**src/rtl/weight_load_ctrl_pkg.sv**
```systemverilog
// Shared types for the LOAD_WEIGHT sequencer: FSM states, weight-row index type, counter sizing.
// Latency: n/a (types and constants only).
// Backpressure: n/a.
package weight_load_ctrl_pkg;

  // Default systolic array dimension (weight rows per tile).
  localparam int unsigned MATRIX_WIDTH_DEF = 8;

  typedef logic [$clog2(MATRIX_WIDTH_DEF)-1:0] weight_row_t;

  typedef enum logic [1:0] {
    WL_IDLE,
    WL_RUN,
    WL_DRAIN,
    WL_FIN
  } wl_state_t;

  // Width of a counter that must hold 0..n-1; never collapses to zero bits.
  function automatic int cnt_width(input int n);
    return (n > 1) ? $clog2(n) : 1;
  endfunction

endpackage

```
**src/rtl/weight_load_ctrl_if.sv**
```systemverilog
// Instruction channel between the decoder (master) and the weight-load sequencer (slave).
// Latency: n/a (wires only).
// Backpressure: valid/ready; a transfer happens when valid, ready and the global enable are all high.
// Signals: instr_valid/instr_ready handshake, instr_addr base address, instr_len row count,
//          instr_signed weight signedness.
interface weight_load_ctrl_if #(
  parameter int BUF_ADDR_WIDTH = 16,
  parameter int LEN_WIDTH      = 32
);
  logic                      instr_valid;
  logic                      instr_ready;
  logic [BUF_ADDR_WIDTH-1:0] instr_addr;
  logic [LEN_WIDTH-1:0]      instr_len;
  logic                      instr_signed;

  modport master (
    output instr_valid, instr_addr, instr_len, instr_signed,
    input  instr_ready
  );

  modport slave (
    input  instr_valid, instr_addr, instr_len, instr_signed,
    output instr_ready
  );
endinterface

```
**src/rtl/weight_load_ctrl_delay_line.sv**
```systemverilog
// Enable-gated shift register aligning the read strobe/row with the weight-buffer return data.
// Latency: DEPTH enabled cycles from in_dat to out_dat.
// Backpressure: enable=0 holds every stage, so nothing is lost or duplicated across a stall.
// Ports: clk, rst (sync, active-high, clears all stages), enable, in_dat, out_dat.
module weight_load_ctrl_delay_line #(
  parameter int WIDTH = 4,
  parameter int DEPTH = 2
) (
  input  logic             clk,
  input  logic             rst,
  input  logic             enable,
  input  logic [WIDTH-1:0] in_dat,
  output logic [WIDTH-1:0] out_dat
);

  logic [WIDTH-1:0] sh_q [DEPTH];
  logic [WIDTH-1:0] sh_d [DEPTH];

  always_comb begin
    sh_d = sh_q;
    if (enable) begin
      sh_d[0] = in_dat;
      for (int i = 1; i < DEPTH; i++) begin
        sh_d[i] = sh_q[i-1];
      end
    end
  end

  always_ff @(posedge clk) begin
    if (rst) begin
      for (int i = 0; i < DEPTH; i++) begin
        sh_q[i] <= '0;
      end
    end else begin
      sh_q <= sh_d;
    end
  end

  assign out_dat = sh_q[DEPTH-1];

endmodule

```
**src/rtl/weight_load_ctrl.sv**
```systemverilog
// Executes one LOAD_WEIGHT: len buffer reads from addr, each returned row written to the array.
// Latency: first read 1 cycle after accept, first write BUF_LATENCY later, done 1 after last write.
// Backpressure: instr_ready only in IDLE; enable=0 freezes all state and masks every strobe.
// Ports: clk, rst (sync, active-high), enable, instr (slave instruction channel),
//        buf_en/buf_addr (buffer reads), weight_we/weight_row (array writes),
//        weight_signed, busy, done (one-cycle completion pulse).
module weight_load_ctrl
  import weight_load_ctrl_pkg::*;
#(
  parameter int MATRIX_WIDTH   = MATRIX_WIDTH_DEF,
  parameter int BUF_ADDR_WIDTH = 16,
  parameter int LEN_WIDTH      = 32,
  parameter int BUF_LATENCY    = 2,
  localparam int ROW_W         = cnt_width(MATRIX_WIDTH)
) (
  input  logic                      clk,
  input  logic                      rst,
  input  logic                      enable,
  weight_load_ctrl_if.slave         instr,
  output logic                      buf_en,
  output logic [BUF_ADDR_WIDTH-1:0] buf_addr,
  output logic                      weight_we,
  output logic [ROW_W-1:0]          weight_row,
  output logic                      weight_signed,
  output logic                      busy,
  output logic                      done
);

  localparam int DRAIN_W = cnt_width(BUF_LATENCY);
  localparam logic [BUF_ADDR_WIDTH-1:0] ADDR_ONE   = BUF_ADDR_WIDTH'(1);
  localparam logic [LEN_WIDTH-1:0]      LEN_ONE    = LEN_WIDTH'(1);
  localparam logic [ROW_W-1:0]          ROW_ONE    = ROW_W'(1);
  localparam logic [ROW_W-1:0]          ROW_LAST   = ROW_W'(MATRIX_WIDTH - 1);
  localparam logic [DRAIN_W-1:0]        DRAIN_ONE  = DRAIN_W'(1);
  localparam logic [DRAIN_W-1:0]        DRAIN_LAST = DRAIN_W'(BUF_LATENCY - 1);

  wl_state_t                 state_q, state_d;
  logic [BUF_ADDR_WIDTH-1:0] addr_q, addr_d;
  logic [LEN_WIDTH-1:0]      len_q, len_d;
  logic [LEN_WIDTH-1:0]      cnt_q, cnt_d;
  logic [ROW_W-1:0]          row_q, row_d;
  logic [DRAIN_W-1:0]        drain_q, drain_d;
  logic                      sgn_q, sgn_d;

  logic                      ready;
  logic                      accept;
  logic                      issue;
  logic                      last_issue;
  logic                      dl_we;
  logic [ROW_W-1:0]          dl_row;

  always_comb begin
    state_d = state_q;
    addr_d  = addr_q;
    len_d   = len_q;
    cnt_d   = cnt_q;
    row_d   = row_q;
    drain_d = drain_q;
    sgn_d   = sgn_q;

    ready  = (state_q == WL_IDLE);
    accept = instr.instr_valid & ready & enable;
    issue  = enable & (state_q == WL_RUN);
    // RUN is only entered with len>0, so len_q-1 never underflows here.
    last_issue = issue & (cnt_q == (len_q - LEN_ONE));

    case (state_q)
      WL_IDLE: begin
        if (accept) begin
          addr_d  = instr.instr_addr;
          len_d   = instr.instr_len;
          cnt_d   = '0;
          row_d   = '0;
          sgn_d   = instr.instr_signed;
          state_d = (instr.instr_len == '0) ? WL_FIN : WL_RUN;
        end
      end
      WL_RUN: begin
        if (issue) begin
          addr_d = addr_q + ADDR_ONE;
          cnt_d  = cnt_q + LEN_ONE;
          row_d  = (row_q == ROW_LAST) ? '0 : row_q + ROW_ONE;
          if (last_issue) begin
            state_d = WL_DRAIN;
            drain_d = '0;
          end
        end
      end
      // Wait for the final read to emerge from the buffer pipeline.
      WL_DRAIN: begin
        if (enable) begin
          if (drain_q == DRAIN_LAST) begin
            state_d = WL_FIN;
          end else begin
            drain_d = drain_q + DRAIN_ONE;
          end
        end
      end
      WL_FIN: begin
        if (enable) begin
          state_d = WL_IDLE;
        end
      end
      default: state_d = WL_IDLE;
    endcase
  end

  always_ff @(posedge clk) begin
    if (rst) begin
      state_q <= WL_IDLE;
      addr_q  <= '0;
      len_q   <= '0;
      cnt_q   <= '0;
      row_q   <= '0;
      drain_q <= '0;
      sgn_q   <= 1'b0;
    end else begin
      state_q <= state_d;
      addr_q  <= addr_d;
      len_q   <= len_d;
      cnt_q   <= cnt_d;
      row_q   <= row_d;
      drain_q <= drain_d;
      sgn_q   <= sgn_d;
    end
  end

  // The strobe and its row travel together so they stay aligned through stalls.
  weight_load_ctrl_delay_line #(
    .WIDTH (1 + ROW_W),
    .DEPTH (BUF_LATENCY)
  ) u_delay (
    .clk     (clk),
    .rst     (rst),
    .enable  (enable),
    .in_dat  ({issue, row_q}),
    .out_dat ({dl_we, dl_row})
  );

  assign instr.instr_ready = ready;
  assign buf_en            = issue;
  assign buf_addr          = addr_q;
  assign weight_we         = enable & dl_we;
  assign weight_row        = dl_row;
  assign weight_signed     = sgn_q;
  assign busy              = (state_q != WL_IDLE);
  assign done              = enable & (state_q == WL_FIN);

endmodule

```
**src/flat_wrapper.sv**
```systemverilog
// flat-port wrapper written by rule: the top's interface ports become plain ports
module weight_load_ctrl_flat import weight_load_ctrl_pkg::*;
#(
  parameter int MATRIX_WIDTH   = MATRIX_WIDTH_DEF,
  parameter int BUF_ADDR_WIDTH = 16,
  parameter int LEN_WIDTH      = 32,
  parameter int BUF_LATENCY    = 2,
  localparam int ROW_W         = cnt_width(MATRIX_WIDTH)
)
  (clk, rst, enable, buf_en, buf_addr, weight_we, weight_row, weight_signed, busy, done, instr_instr_valid, instr_instr_addr, instr_instr_len, instr_instr_signed, instr_instr_ready);
  weight_load_ctrl_if #(.BUF_ADDR_WIDTH(BUF_ADDR_WIDTH), .LEN_WIDTH(LEN_WIDTH)) instr_i ();
  input  logic clk;
  input  logic rst;
  input  logic enable;
  output logic buf_en;
  output logic [BUF_ADDR_WIDTH-1:0] buf_addr;
  output logic weight_we;
  output logic [ROW_W-1:0] weight_row;
  output logic weight_signed;
  output logic busy;
  output logic done;
  input wire logic [$bits(instr_i.instr_valid)-1:0] instr_instr_valid;
  input wire logic [$bits(instr_i.instr_addr)-1:0] instr_instr_addr;
  input wire logic [$bits(instr_i.instr_len)-1:0] instr_instr_len;
  input wire logic [$bits(instr_i.instr_signed)-1:0] instr_instr_signed;
  output wire logic [$bits(instr_i.instr_ready)-1:0] instr_instr_ready;
  assign instr_i.instr_valid = instr_instr_valid;
  assign instr_i.instr_addr = instr_instr_addr;
  assign instr_i.instr_len = instr_instr_len;
  assign instr_i.instr_signed = instr_instr_signed;
  assign instr_instr_ready = instr_i.instr_ready;
  weight_load_ctrl #(.MATRIX_WIDTH(MATRIX_WIDTH), .BUF_ADDR_WIDTH(BUF_ADDR_WIDTH), .LEN_WIDTH(LEN_WIDTH), .BUF_LATENCY(BUF_LATENCY)) u_core (.clk(clk), .rst(rst), .enable(enable), .instr(instr_i), .buf_en(buf_en), .buf_addr(buf_addr), .weight_we(weight_we), .weight_row(weight_row), .weight_signed(weight_signed), .busy(busy), .done(done));
endmodule
```
**config.mk**
```make
export PLATFORM = sky130hd
export DESIGN_NAME = weight_load_ctrl_flat
export DESIGN_NICKNAME = d
export VERILOG_FILES = /design/src/rtl/weight_load_ctrl_pkg.sv /design/src/rtl/weight_load_ctrl_if.sv /design/src/rtl/weight_load_ctrl_delay_line.sv /design/src/rtl/weight_load_ctrl.sv /design/src/flat_wrapper.sv
export SDC_FILE = /design/constraint.sdc
export NUM_CORES = 1
export LEC_CHECK = 0
export CORE_MARGIN = 2
export CORE_UTILIZATION = 45
export CTS_CLUSTER_SIZE = 40
export DETAILED_ROUTE_END_ITERATION = 12
export GPL_TIMING_DRIVEN = 0
export PLACE_DENSITY_LB_ADDON = 0.05
export SYNTH_ARGS = -nofsm -noshare
export SYNTH_HDL_FRONTEND = slang
export SYNTH_SLANG_ARGS = --single-unit
```
**constraint.sdc**
```tcl
create_clock -name clk -period 2.8 [get_ports clk]
set_input_delay 0.28 -clock clk [delete_from_list [all_inputs] [get_ports clk]]
set_output_delay 0.28 -clock clk [all_outputs]
set_load 0.005 [all_outputs]
```
## Yosys cells after proc, flatten, opt, wreduce, memory -nomap -nowiden

Cells that the tools add are included.

- Flip-flop bits (word level): 95
- Input bits: 53
- Output and inout bits: 25
- Logic and storage cells: 63

- Add/subtract/negate cells: 5
- Equality and inequality tests: 11
- Mux-type cells: 23
- Bitwise operators: 6
- Reductions and logical operators: 9

Operators by type and width:

| operator | count |
|---|---|
| $mux 32 | 2 |
| $pmux 32 s2 | 1 |
| $add 32x1->32 const B | 1 |
| $eq 32x32->1 | 1 |
| $logic_not 32->1 | 1 |
| $mux 16 | 2 |
| $pmux 16 s2 | 1 |
| $sub 32x1->32 const B | 1 |
| $add 16x1->16 const B | 1 |
| $mux 2 | 7 |
| $mux 3 | 3 |
| $pmux 2 s4 | 1 |
| $and 1x1->1 | 6 |
| $ne 2x1->1 const B | 3 |
| $ne 2x2->1 const B | 3 |
| $pmux 3 s2 | 1 |
| $reduce_and 6->1 | 1 |
| $reduce_bool 2->1 | 3 |
| $eq 2x2->1 const B | 2 |
| $mux 1 | 4 |
| $reduce_and 4->1 | 1 |
| $add 3x1->3 const B | 1 |
| $eq 3x3->1 const B | 1 |
| $reduce_and 3->1 | 1 |
| other kinds (5) | 5 |

## Logic depth before layout (Yosys ltp)

Gate-level depths: netlist of run 1.

- Depth in word-level cells: 6
- Depth in mapped cells: 13

## Hierarchy

A second synthesis of run 1 with hierarchy kept.

- Cells, all modules: 694
- Area, all modules: 5353.9 µm²

Modules (own cells, without submodules):

| module | instances | cells an instance | area an instance (µm²) |
|---|---|---|---|
| weight_load_ctrl | 1 | 664 | 5038.6 |
| weight_load_ctrl_delay_line | 1 | 30 | 315.3 |

## Worst setup path after synthesis of run 1

No wires, ideal clock.

- Path kind: reg-to-reg
- From: register u_core.len_q[0]
- To: register u_core.state_q[1]
- Setup time: 0.123 ns
- Arrival: 2.645 ns
- Data required time: 2.677 ns
- Slack: 0.032 ns
- Stages on the path, launching flop included: 13
- Path buffers: 1
- Clock period less this slack: 2.768 ns
- Path through: dfxtp_1 > inv_1 > ha_1 > clkbuf_1 > nor3b_1 > xnor2_1 > nor4_1 > o2111ai_1 > nor4_1 > nand4_4 > o22ai_2 > nand2_1 > mux2_1

- Longest elaborated chain between the ends: 5

Ends and longest elaborated chain:

| what | RTL line | RTL |
|---|---|---|
| start: declaration | weight_load_ctrl.sv:39 | `logic [LEN_WIDTH-1:0] len_q, len_d;` |
| start signal: assignment | weight_load_ctrl.sv:120 | `len_q <= len_d;` |
| $sub 32x1->32 | weight_load_ctrl.sv:65 | `last_issue = issue & (cnt_q == (len_q - LEN_ONE));` |
| $eq 32x32->1 | weight_load_ctrl.sv:65 |  |
| $and 1x1->1 | weight_load_ctrl.sv:65 |  |
| $ne 2x1->1 (no line) | -- |  |
| $reduce_and 6->1 (no line) | -- |  |
| end signal: assignment | weight_load_ctrl.sv:118 | `state_q <= state_d;` |
| end: declaration | weight_load_ctrl.sv:37 | `wl_state_t state_q, state_d;` |

Every way passes these cells.
A chain may end at the register's enable or synchronous reset.

## Worst setup path in the final report of run 1

- From: register u_core.len_q[6]
- To: register u_core.state_q[1]

The elaborated chain is that of the path after synthesis.

==> summary.txt, run 1 <==
Status
  – Status: finished, violations left
  – Failing checks: negative setup slack

Global route
  – Gr usage total: 24.7%
  – First-pass GRT wire length: 25700 µm
  – Initial antenna violation count: 0
  – Pin count of the biggest net entering global routing: 19
  – GRT overflow: 0
  – Vias in the first global route: 5262

Finish
  – Cell area after layout: 7240 µm²
  – Layout area overhead: 32.0%
  – Number of antenna diodes: 0
  – Final net count: 878
  – Register area: 1920 µm²
  – Fraction of layout cells with a size suffix above 1: 14.5%
  – Multi-input logic area: 3510 µm²
  – Fill cells: 1121

Route
  – Routed wire length: 16000 µm
  – Initial DRC Count: 321
  – Total iterations of the first detailed-routing run: 5
  – WL met2: 7830 µm
  – M1 WL: 6990 µm
  – WL per Instance: 16.5 µm
  – Vias: 5500
  – Antenna-violating nets left: 0
  – DRC Markers: 0
  – Routed wl met3: 815 µm
  – Top routing layer in use: met4
  – Vias per inst: 5.68

Logic synthesis
  – Largest family of logic cells by synthesized area: simple AND/OR/NAND/NOR gates
  – Sequential area share after synthesis: 34.7%
  – Cells after Synth: 696
  – Synthesized area: 5480 µm²
  – Netlist cell types: 65
  – Synth Area in Simple Gates: 29.3%
  – Post-synthesis mux area share: 2.03%
  – Synth Area in XOR/XNOR: 10.4%
  – Post-synthesis net count: 758
  – Ys flop type: dfxtp_1
  – Yosys reg bits: 95
  – Compound-cell area share of the yosys netlist: 16.0%
  – Post-synth EDFFs: 0
  – Asr flop ratio synth: 0%
  – Post-synthesis adder-cell area fraction: 2.05%
  – Synth Warn #: 0
  – Avg Inst Size Synth: 7.88 µm²

Critical path
  – Worst setup EP type: register
  – Worst reg2reg path depth: 11
  – Critical path class: register to register
  – Worst reg2reg setup slack: -0.05 ns
  – Critical path startpoint category: register
  – R2R Path End: u_core.state_q[1]
  – RR Startpoint: u_core.len_q[6]
  – CP arrival: 3.10 ns
  – Worst-path fanout max: 5
  – WP data required: 3.05 ns

Place
  – Port Buffer Count: 77
  – Post-DP Area: 6440 µm²
  – Dpl hpwl: 11600 µm
  – Routability cong.: 0.944

Pwr
  – Lkg Pwr: 2.58 nW
  – Pint: 0.00263 W
  – Power share of the clock group: 31.1%
  – VDD IR max: 0.303 mV
  – NetSw: 0.00133 W
  – Part of the power in registers: 38.0%
  – Sw frac: 33.7%
  – Power density cells: 547 nW/µm²
  – Combinational Power Share: 30.9%

Timing
  – Final setup violation count: 2
  – Fmax: 351 MHz
  – Final worst slack: -0.0481 ns
  – Final Hold Vio Count: 0
  – Clk_skew: 0.00789 ns
  – Setup TNS: -0.0721 ns
  – Worst-margin pin slew: 0.660 ns
  – Max_slew headroom: 55.6%
  – WHS: 0.471 ns
  – Crit path time final: 2.85 ns
  – Period utilisation layout: 102%
  – RSZ-0062 raised after global routing: yes
  – Fin. max-slew vios: 0

Floorplanning
  – Core footprint: 12000 µm²
  – Die area: 13100 µm²
  – Rows: 40
  – IO Count: 78
  – Initial Util: 45.8%
  – DIE HEIGHT: 114 µm
  – DIE WIDTH: 114 µm

CTS
  – CTS tree: built
  – CTS Hold Bufs: 0
  – Clk root buf: clkbuf_16
  – Clock slew at reported path FFs: 0.07 ns
  – Total CTS buffers: 9
  – Sink Count: 95
  – Clock buffer depth: 2
  – Clk_lat worst skew: 0.36 ns
  – H-tree Lvls: 3

Min path
  – Hold crit path type: register to register
  – Hold_sp: u_core.weight_signed
  – Hold path depth: 2
  – Hold EP: u_core.weight_signed

Flow run
  – Max-cap violations: 0
==> stage by stage <==
stage	util (%)	worst slack [ns]	std cells	power [W]
after floorplan	-	0.0317	696	0.00219
final	60.5	-0.0481	968	0.00396
after global placement	53.8	-0.866	920	0.00253
after CTS	58.5	-0.0577	950	0.00389
after global routing	60.5	-0.139	968	0.00414
after detailed placement	53.8	-0.944	920	0.00254
==> synth_stat cells, types with 10 or more instances <==
| library cell | n | share of area, % |
|---|---|---|
| nand2_1 | 118 | 8.1 |
| dfxtp_1 | 95 | 35 |
| a21oi_1 | 60 | 5.5 |
| nor2_1 | 59 | 4.0 |
| xnor2_1 | 34 | 5.4 |
| xor2_1 | 31 | 5.0 |
| clkbuf_1 | 27 | 1.8 |
| nor4_1 | 23 | 2.6 |
| o21ai_0 | 23 | 2.1 |
| nand4_1 | 20 | 2.3 |
| nand3_1 | 19 | 1.7 |
| nor3_1 | 17 | 1.6 |
| inv_1 | 13 | 0.89 |
| a211oi_1 | 12 | 1.6 |
| or3_1 | 12 | 1.4 |
| mux2i_1 | 10 | 1.8 |
==> worst max-delay path, cell delays in order, from the launching register on <==
cell,delay (ns)
dfxtp_2,0.32
buf_6,0.12
nor4_4,0.34
nand3_2,0.15
buf_6,0.17
nor2_2,0.10
a21oi_1,0.08
or4_1,0.52
or3b_4,0.42
o22ai_4,0.12
nand2_2,0.09
mux2_4,0.31
==> cell usage in the layout (no fill, tap or decap), types with 4 or more instances in the layout <==
cell and n:
a211oi_1 12, a21oi_1 59, a22oi_1 6, and2_1 6, and3_1 9, buf_4 38, buf_6 8, clkbuf_1 25
clkbuf_16 9, clkdlybuf4s50_1 77, dfxtp_1 86, dfxtp_2 5, dfxtp_4 4, ha_1 8, inv_1 11, mux2i_1 10
nand2_1 116, nand3_1 19, nand4_1 20, nor2_1 56, nor3_1 13, nor4_1 17, nor4_4 7, o21ai_0 22
o22ai_1 7, or3_1 12, or4_1 4, xnor2_1 32, xor2_1 31
==> state kept, by name (all words and copies together) (netlist names) <==
signal	count
u_core.weight_signed	1
u_core.u_delay.out_dat	4
u_core.buf_addr	16
u_core.len_q	32
u_core.drain_q	1
u_core.row_q	3
u_core.u_delay.sh_q	4
u_core.state_q	2
u_core.cnt_q	32
==> kinds of logic after synthesis <==
logic type / count (synthesis)
mux: 11
simple gates: 316
compound gates: 141
fa+ha+maj: 9
buf+inv: 59
xor+xnor: 65
flops: 95
==> power by group through the flow <==
stage	sequential [W]	clock, W	combinational, W
6_report	0.00151	0.00123	0.00122
5_1_grt	0.00152	0.00131	0.00132
3_5_place_dp	0.00153	0	0.00101
4_1_cts	0.00150	0.00125	0.00114
3_3_place_gp	0.00153	0	0.000996
2_1_floorplan	0.00151	0	0.000679
==> area by class of cell <==
cell class | instances | share of cell area [%]
Inverter | 14 | 0.726
Timing Repair Buffer | 109 | 14.0
Buffer | 45 | 3.70
Multi-Input combinational cell | 542 | 48.5
Clock inverter | 7 | 0.916
Sequential cell | 95 | 26.6
Tap cell | 147 | 2.54
Clock buffer | 9 | 3.11
==> metal layers <==
metal / global-route usage, % / up-vias
met3: 4.61 / 31
met2: 41.5 / 162
li1: - / 2724
met4: 10.2 / 0
met1: 31.3 / 2583
met5: 0 / -
==> how the worst max path moves through the flow <==
stage,startpoint,end,depth (start not counted)
finish,u_core.len_q[6],u_core.state_q[1],11
global route,u_core.len_q[0],u_core.state_q[1],12
floorplan,u_core.len_q[0],u_core.state_q[1],12
global placement,u_core.len_q[0],u_core.state_q[1],12
detailed placement,u_core.len_q[0],u_core.state_q[1],12
CTS,u_core.len_q[10],u_core.state_q[1],11
==> repair_timing <==
action | 4_1_cts | 5_1_grt
pin swaps | 18 | 17
endpoints found under the setup margin | 20 | 13
resized for setup | 34 | 33
setup buffers | 14 | 19
Power figures use the tool's default switching activity.
==> inputs of run 2 (changes only) <==
SETUP_SLACK_MARGIN = 0.15   (was default)
==> run 2 against run 1 <==
Against the previous run: the run now ends clean; design area rose by 1.4%; clock power barely moved; via count rose by 0.96%; sequential power barely moved; critical path depth fell by 1; combinational power rose by 4%; worst hold slack improved by 0.0074 ns; largest power group unchanged; highest routed layer unchanged.
==> summary.txt, run 2 (synthesized netlist as in run 1, its figures left out) <==
Status
  – Status: completed (was finished, violations left)

Critical path
  – WP data required: 3.05 ns (about the same)
  – Critical path startpoint category: register (unchanged)
  – Critical path class: register to register (unchanged)
  – Worst reg2reg path depth: 10 (was 11)
  – CP arrival: 3.04 ns (was 3.10 ns)
  – Worst-path fanout max: 4 (was 5)
  – Worst setup EP type: register (unchanged)

Floorplanning
  – IO Count: 78 (unchanged)
  – Initial Util: 45.8% (unchanged)
  – Core footprint: 12000 µm² (unchanged)
  – Rows: 40 (unchanged)
  – Die area: 13100 µm² (unchanged)
  – DIE WIDTH: 114 µm (unchanged)
  – DIE HEIGHT: 114 µm (unchanged)

Global route
  – GRT overflow: 0 (unchanged)
  – First-pass GRT wire length: 25300 µm (was 25700 µm)
  – Vias in the first global route: 5094 (was 5262)
  – Initial antenna violation count: 0 (unchanged)
  – Gr usage total: 24.5% (was 24.7%)
  – Pin count of the biggest net entering global routing: 18 (was 19)

Timing
  – Fin. max-slew vios: 0 (unchanged)
  – Fmax: 358 MHz (was 351 MHz)
  – Clk_skew: 0.00823 ns (was 0.00789 ns)
  – RSZ-0062 raised after global routing: yes (unchanged)
  – Max_slew headroom: 59.6% (was 55.6%)
  – Period utilisation layout: 99.7% (was 102%)
  – Final Hold Vio Count: 0 (unchanged)
  – Final worst slack: 0.00873 ns (was -0.0481 ns)
  – Setup TNS: 0 ns (was -0.0721 ns)
  – Worst-margin pin slew: 0.607 ns (was 0.660 ns)
  – Final setup violation count: 0 (was 2)
  – Crit path time final: 2.79 ns (was 2.85 ns)

Route
  – Vias: 5553 (was 5500)
  – Vias per inst: 5.74 (was 5.68)
  – Initial DRC Count: 325 (was 321)
  – WL per Instance: 16.7 µm (was 16.5 µm)
  – DRC Markers: 0 (unchanged)
  – Routed wire length: 16100 µm (was 16000 µm)
  – Total iterations of the first detailed-routing run: 7 (was 5)
  – Antenna-violating nets left: 0 (unchanged)

CTS
  – CTS Hold Bufs: 0 (unchanged)
  – Clock slew at reported path FFs: 0.07 ns (about the same)
  – Clk root buf: clkbuf_16 (unchanged)
  – Clk_lat worst skew: 0.36 ns (about the same)
  – Total CTS buffers: 9 (unchanged)
  – Clock buffer depth: 2 (unchanged)
  – CTS tree: built (unchanged)
  – Sink Count: 95 (unchanged)
  – H-tree Lvls: 3 (unchanged)

Pwr
  – Lkg Pwr: 2.60 nW (was 2.58 nW)
  – Tot Pwr: 0.00400 W (was 0.00396 W)
  – VDD IR max: 0.407 mV (was 0.303 mV)
  – Power density cells: 544 nW/µm² (was 547 nW/µm²)

Min path
  – Hold path depth: 2 (unchanged)
  – Hold crit path type: register to register (unchanged)

Finish
  – Layout area overhead: 33.9% (was 32.0%)
  – Fraction of layout cells with a size suffix above 1: 15.7% (was 14.5%)
  – Most common cell after layout, fill and taps aside: nand2_1 (unchanged)
  – Final net count: 878 (unchanged)
  – Non-filler cells, final: 968 (unchanged)
  – Commonest cells after routing, fill and taps aside: 115 x nand2_1, 87 x dfxtp_1, 77 x clkdlybuf4s50_1, 59 x a21oi_1, 56 x nor2_1 (was 116 x nand2_1, 86 x dfxtp_1, 77 x clkdlybuf4s50_1, 59 x a21oi_1, 56 x nor2_1)
  – Post-route core utilization: 61.4% (was 60.5%)
  – Number of antenna diodes: 0 (unchanged)

Place
  – Dpl hpwl: 11700 µm (was 11600 µm)
  – Pre-CTS setup slack: -0.703 ns (was -0.944 ns)
  – Placed cell count: 920 (unchanged)
  – Routability cong.: 0.896 (was 0.944)
  – Port Buffer Count: 77 (unchanged)

Flow run
  – Max-cap violations: 0 (unchanged)
run 2: final timing paths:
check                            start  slack (ns)                    to
hold / removal    u_core.weight_signed        0.48  u_core.weight_signed
setup reg to reg      u_core.len_q[20]       0.009     u_core.state_q[1]
setup / recovery      u_core.len_q[20]       0.009     u_core.state_q[1]
hold reg to reg   u_core.weight_signed        0.48  u_core.weight_signed
run 2: per-layer routing:
metal | global-route usage [%] | vias to the layer above | part of all wire [%]
met3 | 5.61 | 25 | 4.9
li1 | - | 2718 | -
met2 | 41.5 | 155 | 50
met5 | 0 | - | 0
met4 | 7.64 | 0 | 2.0
met1 | 31.1 | 2655 | 43
run 2: layout make-up:
class | instances | area [µm²]
Buffer | 45 | 277
Clock buffer | 10 | 239
Clock inverter | 6 | 51.3
Fill cell | 1055 | 4620
Inverter | 14 | 52.6
Multi-Input combinational cell | 542 | 3590
Sequential cell | 95 | 1920
Tap cell | 147 | 184
Timing Repair Buffer | 109 | 1020
run 2: where the power goes:
part | internal, W | total, W | leakage (nW) | switching [W]
sequential | 0.00142 | 0.00151 | 0.776 | 0.0000873
clock | 0.000641 | 0.00122 | 0.139 | 0.000578
combinational | 0.000608 | 0.00127 | 1.68 | 0.000664
run 2: worst max-delay path, cell delays in order, from the launching register on:
cell     delay (ns)
dfxtp_2        0.35
nor4_4         0.30
buf_4          0.18
nand2_1        0.08
nor3_4         0.21
xnor2_1        0.09
or4_1          0.51
or3b_4         0.43
o22ai_4        0.14
nand2_2        0.09
mux2_4         0.30
run 2: stage by stage:
stage	area (µm²)	hold slack, ns
3_3_place_gp	6450	0.449
6_report	7340	0.478
5_1_grt	7340	0.488
4_1_cts	6960	0.470
3_5_place_dp	6450	0.470
2_1_floorplan	5490	0.416
run 2: what timing repair did:
item,CTS,global route
endpoints found under the setup margin,20,17
pin swaps,14,29
resized for setup,28,62
setup buffers,14,18
==> variant 1: new RTL, flow settings as in run 2 <==
Encoding of `wl_state_t`: now Gray code (2 bits for 4 states).
--- a/src/rtl/weight_load_ctrl_pkg.sv
+++ b/src/rtl/weight_load_ctrl_pkg.sv
@@ -10,8 +10,8 @@
 
   typedef enum logic [1:0] {
-    WL_IDLE,
-    WL_RUN,
-    WL_DRAIN,
-    WL_FIN
+    WL_IDLE  = 2'b00,
+    WL_RUN   = 2'b01,
+    WL_DRAIN = 2'b11,
+    WL_FIN   = 2'b10
   } wl_state_t;
 
Formal check against the unedited RTL: same outputs for any inputs over 10 cycles, from zero or initial values and one cycle with rst high; not proved beyond that.
==> variant 1 against run 2 <==
The flow now finishes with violations (setup timing); routed wire length is 6.4% lower; highest routed layer unchanged; cell area is 7.3% lower; sequential power is 3% lower; setup slack worse by 0.094 ns; area after synthesis is 2.9% lower; largest cell class unchanged; power is 13% lower; count of clock-buffer cells in the layout is 1 higher; sequential cell count stayed put; critical endpoint is now u_core.drain_q$_SDFFE_PP0P_; clock skew is 0.00051 ns higher.
==> variant 1: results <==
[drt]
routedWlPerCell_um = 16.4
drtIter0Drc = 311
vias_per_cell = 5.68
first_pass_iters = 5

[synth]
syn-num-nets = 738
synth_common_cells = 110 x nand2_1, 95 x dfxtp_1, 73 x nor2_1
seq_area_frac_synth_pct = 35.7
synth_area_leaders = dfxtp_1 36%, nand2_1 7.8%, xor2_1 6.3%, a21oi_1 6.1%, nor2_1 5.2%
ys.warnings.count = 0
yosys.cell_types.count = 62

[layout]
fin_nets = 830
drive_above_1_share_pct = 8.62
fillers = 1088

[timing]
skew_ns = 0.00874
fin_ws_ns = -0.0852
setup_viol = 2
worst_pin_slew_ns = 0.648

[worst_setup_path]
worstPathArrival_ns = 3.11
path_max_fanout = 8
cpPeakStageDelay_ns = 0.60

[place]
io_buffers = 77
dpl.hpwl_um = 11500
gp_congestion = 0.916
post-place-ws_ns = -0.499

[global_routing]
grt_max_degree = 17
grt_usage_pct = 24.4

[status]
status = finished, violations left
violations = setup timing
-- variant 1: power breakdown --
group | switching, mW | total, mW | internal [mW]
clock network | 0.557 | 1.30 | 0.747
logic | 0.372 | 0.707 | 0.335
registers | 0.0642 | 1.46 | 1.40
total | 0.993 | 3.47 | 2.48
-- variant 1: final cells by class --
type                       instances  share of cell area, %
buffer                            37                   2.37
clock buffer                      11                   3.72
clock inverter                     5                  0.938
inverter                          11                  0.607
multi-input combinational        537                   49.9
sequential                        95                   28.0
tap                              143                   2.63
timing repair buffer              81                   11.8
-- variant 1: cells by family after synthesis --
kind of cell | share of synthesized area (%)
simple gates | 29.5
compound gates | 16.4
flops | 35.7
xor+xnor | 11.2
buf+inv | 3.65
mux | 2.30
fa+ha+maj | 1.18
-- variant 1: metal layers --
layer,GRT usage [%],part of all wire (%)
met5,0,0
met4,8.86,2.3
met3,7.28,6.2
met2,40.6,48
met1,30.1,44
-- variant 1: metrics by stage --
stage / cells / area (um^2) / hold slack [ns] / setup TNS (ns)
2_1_floorplan: 680 / 5380 / 0.408 / 0
3_3_place_gp: 900 / 6330 / 0.446 / -2.81
3_5_place_dp: 900 / 6330 / 0.458 / -3.85
4_1_cts: 916 / 6710 / 0.467 / -0.135
5_1_grt: 920 / 6800 / 0.487 / -0.365
6_report: 920 / 6800 / 0.465 / -0.136
-- variant 1: final timing paths --
kind | start | endpoint | slack [ns] | depth (start not counted)
hold reg to reg | u_core.weight_signed$_SDFFE_PP0P_ | u_core.weight_signed$_SDFFE_PP0P_ | 0.47 | 2
setup reg to reg | u_core.len_q[7]$_SDFFE_PP0P_ | u_core.drain_q$_SDFFE_PP0P_ | -0.09 | 8
hold / removal | u_core.weight_signed$_SDFFE_PP0P_ | u_core.weight_signed$_SDFFE_PP0P_ | 0.47 | 2
setup / recovery | u_core.len_q[7]$_SDFFE_PP0P_ | u_core.drain_q$_SDFFE_PP0P_ | -0.09 | 8
-- variant 1: repair_timing --
action,CTS,global route
setup buffers,0,4
endpoints found under the setup margin,8,17
pin swaps,5,3
gates resized for setup,12,16
-- variant 1: worst max-delay path, delay by kind of cell, from the launching register on --
family	cells	cell delay, ns
buffers and inverters	1	0.22
AOI/OAI and AO/OA	3	0.63
DFF	1	0.29
and+or+nand+nor	4	1.61
==> variant 2: new RTL, config.mk and constraints of run 2 <==
Without the edit above. `BUF_LATENCY` is set to 2 in 2 places; all go to 4.
--- a/src/rtl/weight_load_ctrl.sv
+++ b/src/rtl/weight_load_ctrl.sv
@@ -11,5 +11,5 @@
   parameter int BUF_ADDR_WIDTH = 16,
   parameter int LEN_WIDTH      = 32,
-  parameter int BUF_LATENCY    = 2,
+  parameter int BUF_LATENCY    = 4,
   localparam int ROW_W         = cnt_width(MATRIX_WIDTH)
 ) (
--- a/src/flat_wrapper.sv
+++ b/src/flat_wrapper.sv
@@ -5,5 +5,5 @@
   parameter int BUF_ADDR_WIDTH = 16,
   parameter int LEN_WIDTH      = 32,
-  parameter int BUF_LATENCY    = 2,
+  parameter int BUF_LATENCY    = 4,
   localparam int ROW_W         = cnt_width(MATRIX_WIDTH)
 )
Function: changed (Yosys sat finds a counterexample within 4 cycles, from zero or initial values and one cycle with rst high).
==> variant 2 against run 2 <==
Area after synthesis up 3.1%; via count down 3.2%; cell area down 2.6%; sequential cell count up 9; power up 22%; critical path depth unchanged; routed wire length down 2.4%; setup slack worse by 0.30 ns; the flow now finishes with violations (setup timing).
==> variant 2: results <==
[worst_setup_path]
cp-endpoint = u_core.drain_q[0]$_SDFFE_PP0P_
critPathLaunch = u_core.len_q[3]$_SDFFE_PP0P_
path_max_fanout = 5
cpPeakStageDelay_ns = 0.60
cpMaxStageDelayCell = or4_4
r2r_end = u_core.drain_q[0]$_SDFFE_PP0P_

[status]
status = finished, violations left
violations = setup timing

[power]
vdd_drop_max_mv = 0.428
p_leak_nw = 2.60

[timing]
setup_viol = 4
tns_ns = -0.930
skew_ns = 0.00691
fin_ws_ns = -0.287
worst_pin_slew_ns = 0.726

[drt]
vias_per_cell = 5.42
routedWlPerCell_um = 15.9
first_pass_iters = 5
wl_met1_um = 6750
drtIter0Drc = 254
route.met2.wl_um = 7880

[layout]
multi_input_area_mm2 = 0.00345
fin_nets = 882
fillers = 1166
buffer_area_share_pct = 14.8
multi_input_cells = 562
n_all_inverters = 11
sh_seq_area_pct = 29.3
drive_above_1_share_pct = 9.71
instances_no_fill = 992
clkCellAreaFrac_pct = 4.13
n_all_buffers = 131

[global_routing]
grt_max_degree = 21
grt_usage_pct = 23.8
grt_pass1_wl_um = 24800
grt.met3_usage_pct = 5.33
use_met2_pct = 41.8
met1_usage_pct = 29.2

[synth]
synth_area_leaders = dfxtp_1 37%, nand2_1 7.3%, xnor2_1 6.4%, a21oi_1 5.9%, nor2_1 5.6%
syn-num-nets = 780
synth_cells = 717
synth_fa_ha_area_share_pct = 2.21
synth_common_cells = 110 x nand2_1, 104 x dfxtp_1, 85 x nor2_1
synth_xor_area_share_pct = 10.8
yosys.cell_types.count = 59

[place]
io_buffers = 76
gp_congestion = 0.870
dp.cells = 961
post-place-ws_ns = -0.368

[clock_tree]
cts_resized = 19
## variant 2: changes by cell type in the layout (fill, tap and decap cells not counted), sizes merged, moves of 4 or more
cell    delta
and3       +4
nand2      -8
o21ai      -5
nand3      +5
nor4      -11
buf       -27
nor2      +26
a21oi      +7
clkbuf     +4
dfxtp      +9
mux2i     +12
xnor2      +7
nand4      -7
## variant 2: power groups by stage
stage	combinational (mW)	sequential, mW	clock [mW]
3_3_place_gp	1.71	1.76	0
6_report	1.88	1.74	1.27
3_5_place_dp	1.74	1.77	0
4_1_cts	1.83	1.74	1.30
5_1_grt	2.05	1.76	1.36
2_1_floorplan	1.20	1.74	0
## variant 2: stage by stage
step           hold slack (ns)  instance area [um^2]
4_1_cts                  0.461                  7090
6_report                 0.460                  7150
2_1_floorplan            0.416                  5670
3_5_place_dp             0.451                  6640
5_1_grt                  0.479                  7150
3_3_place_gp             0.445                  6640
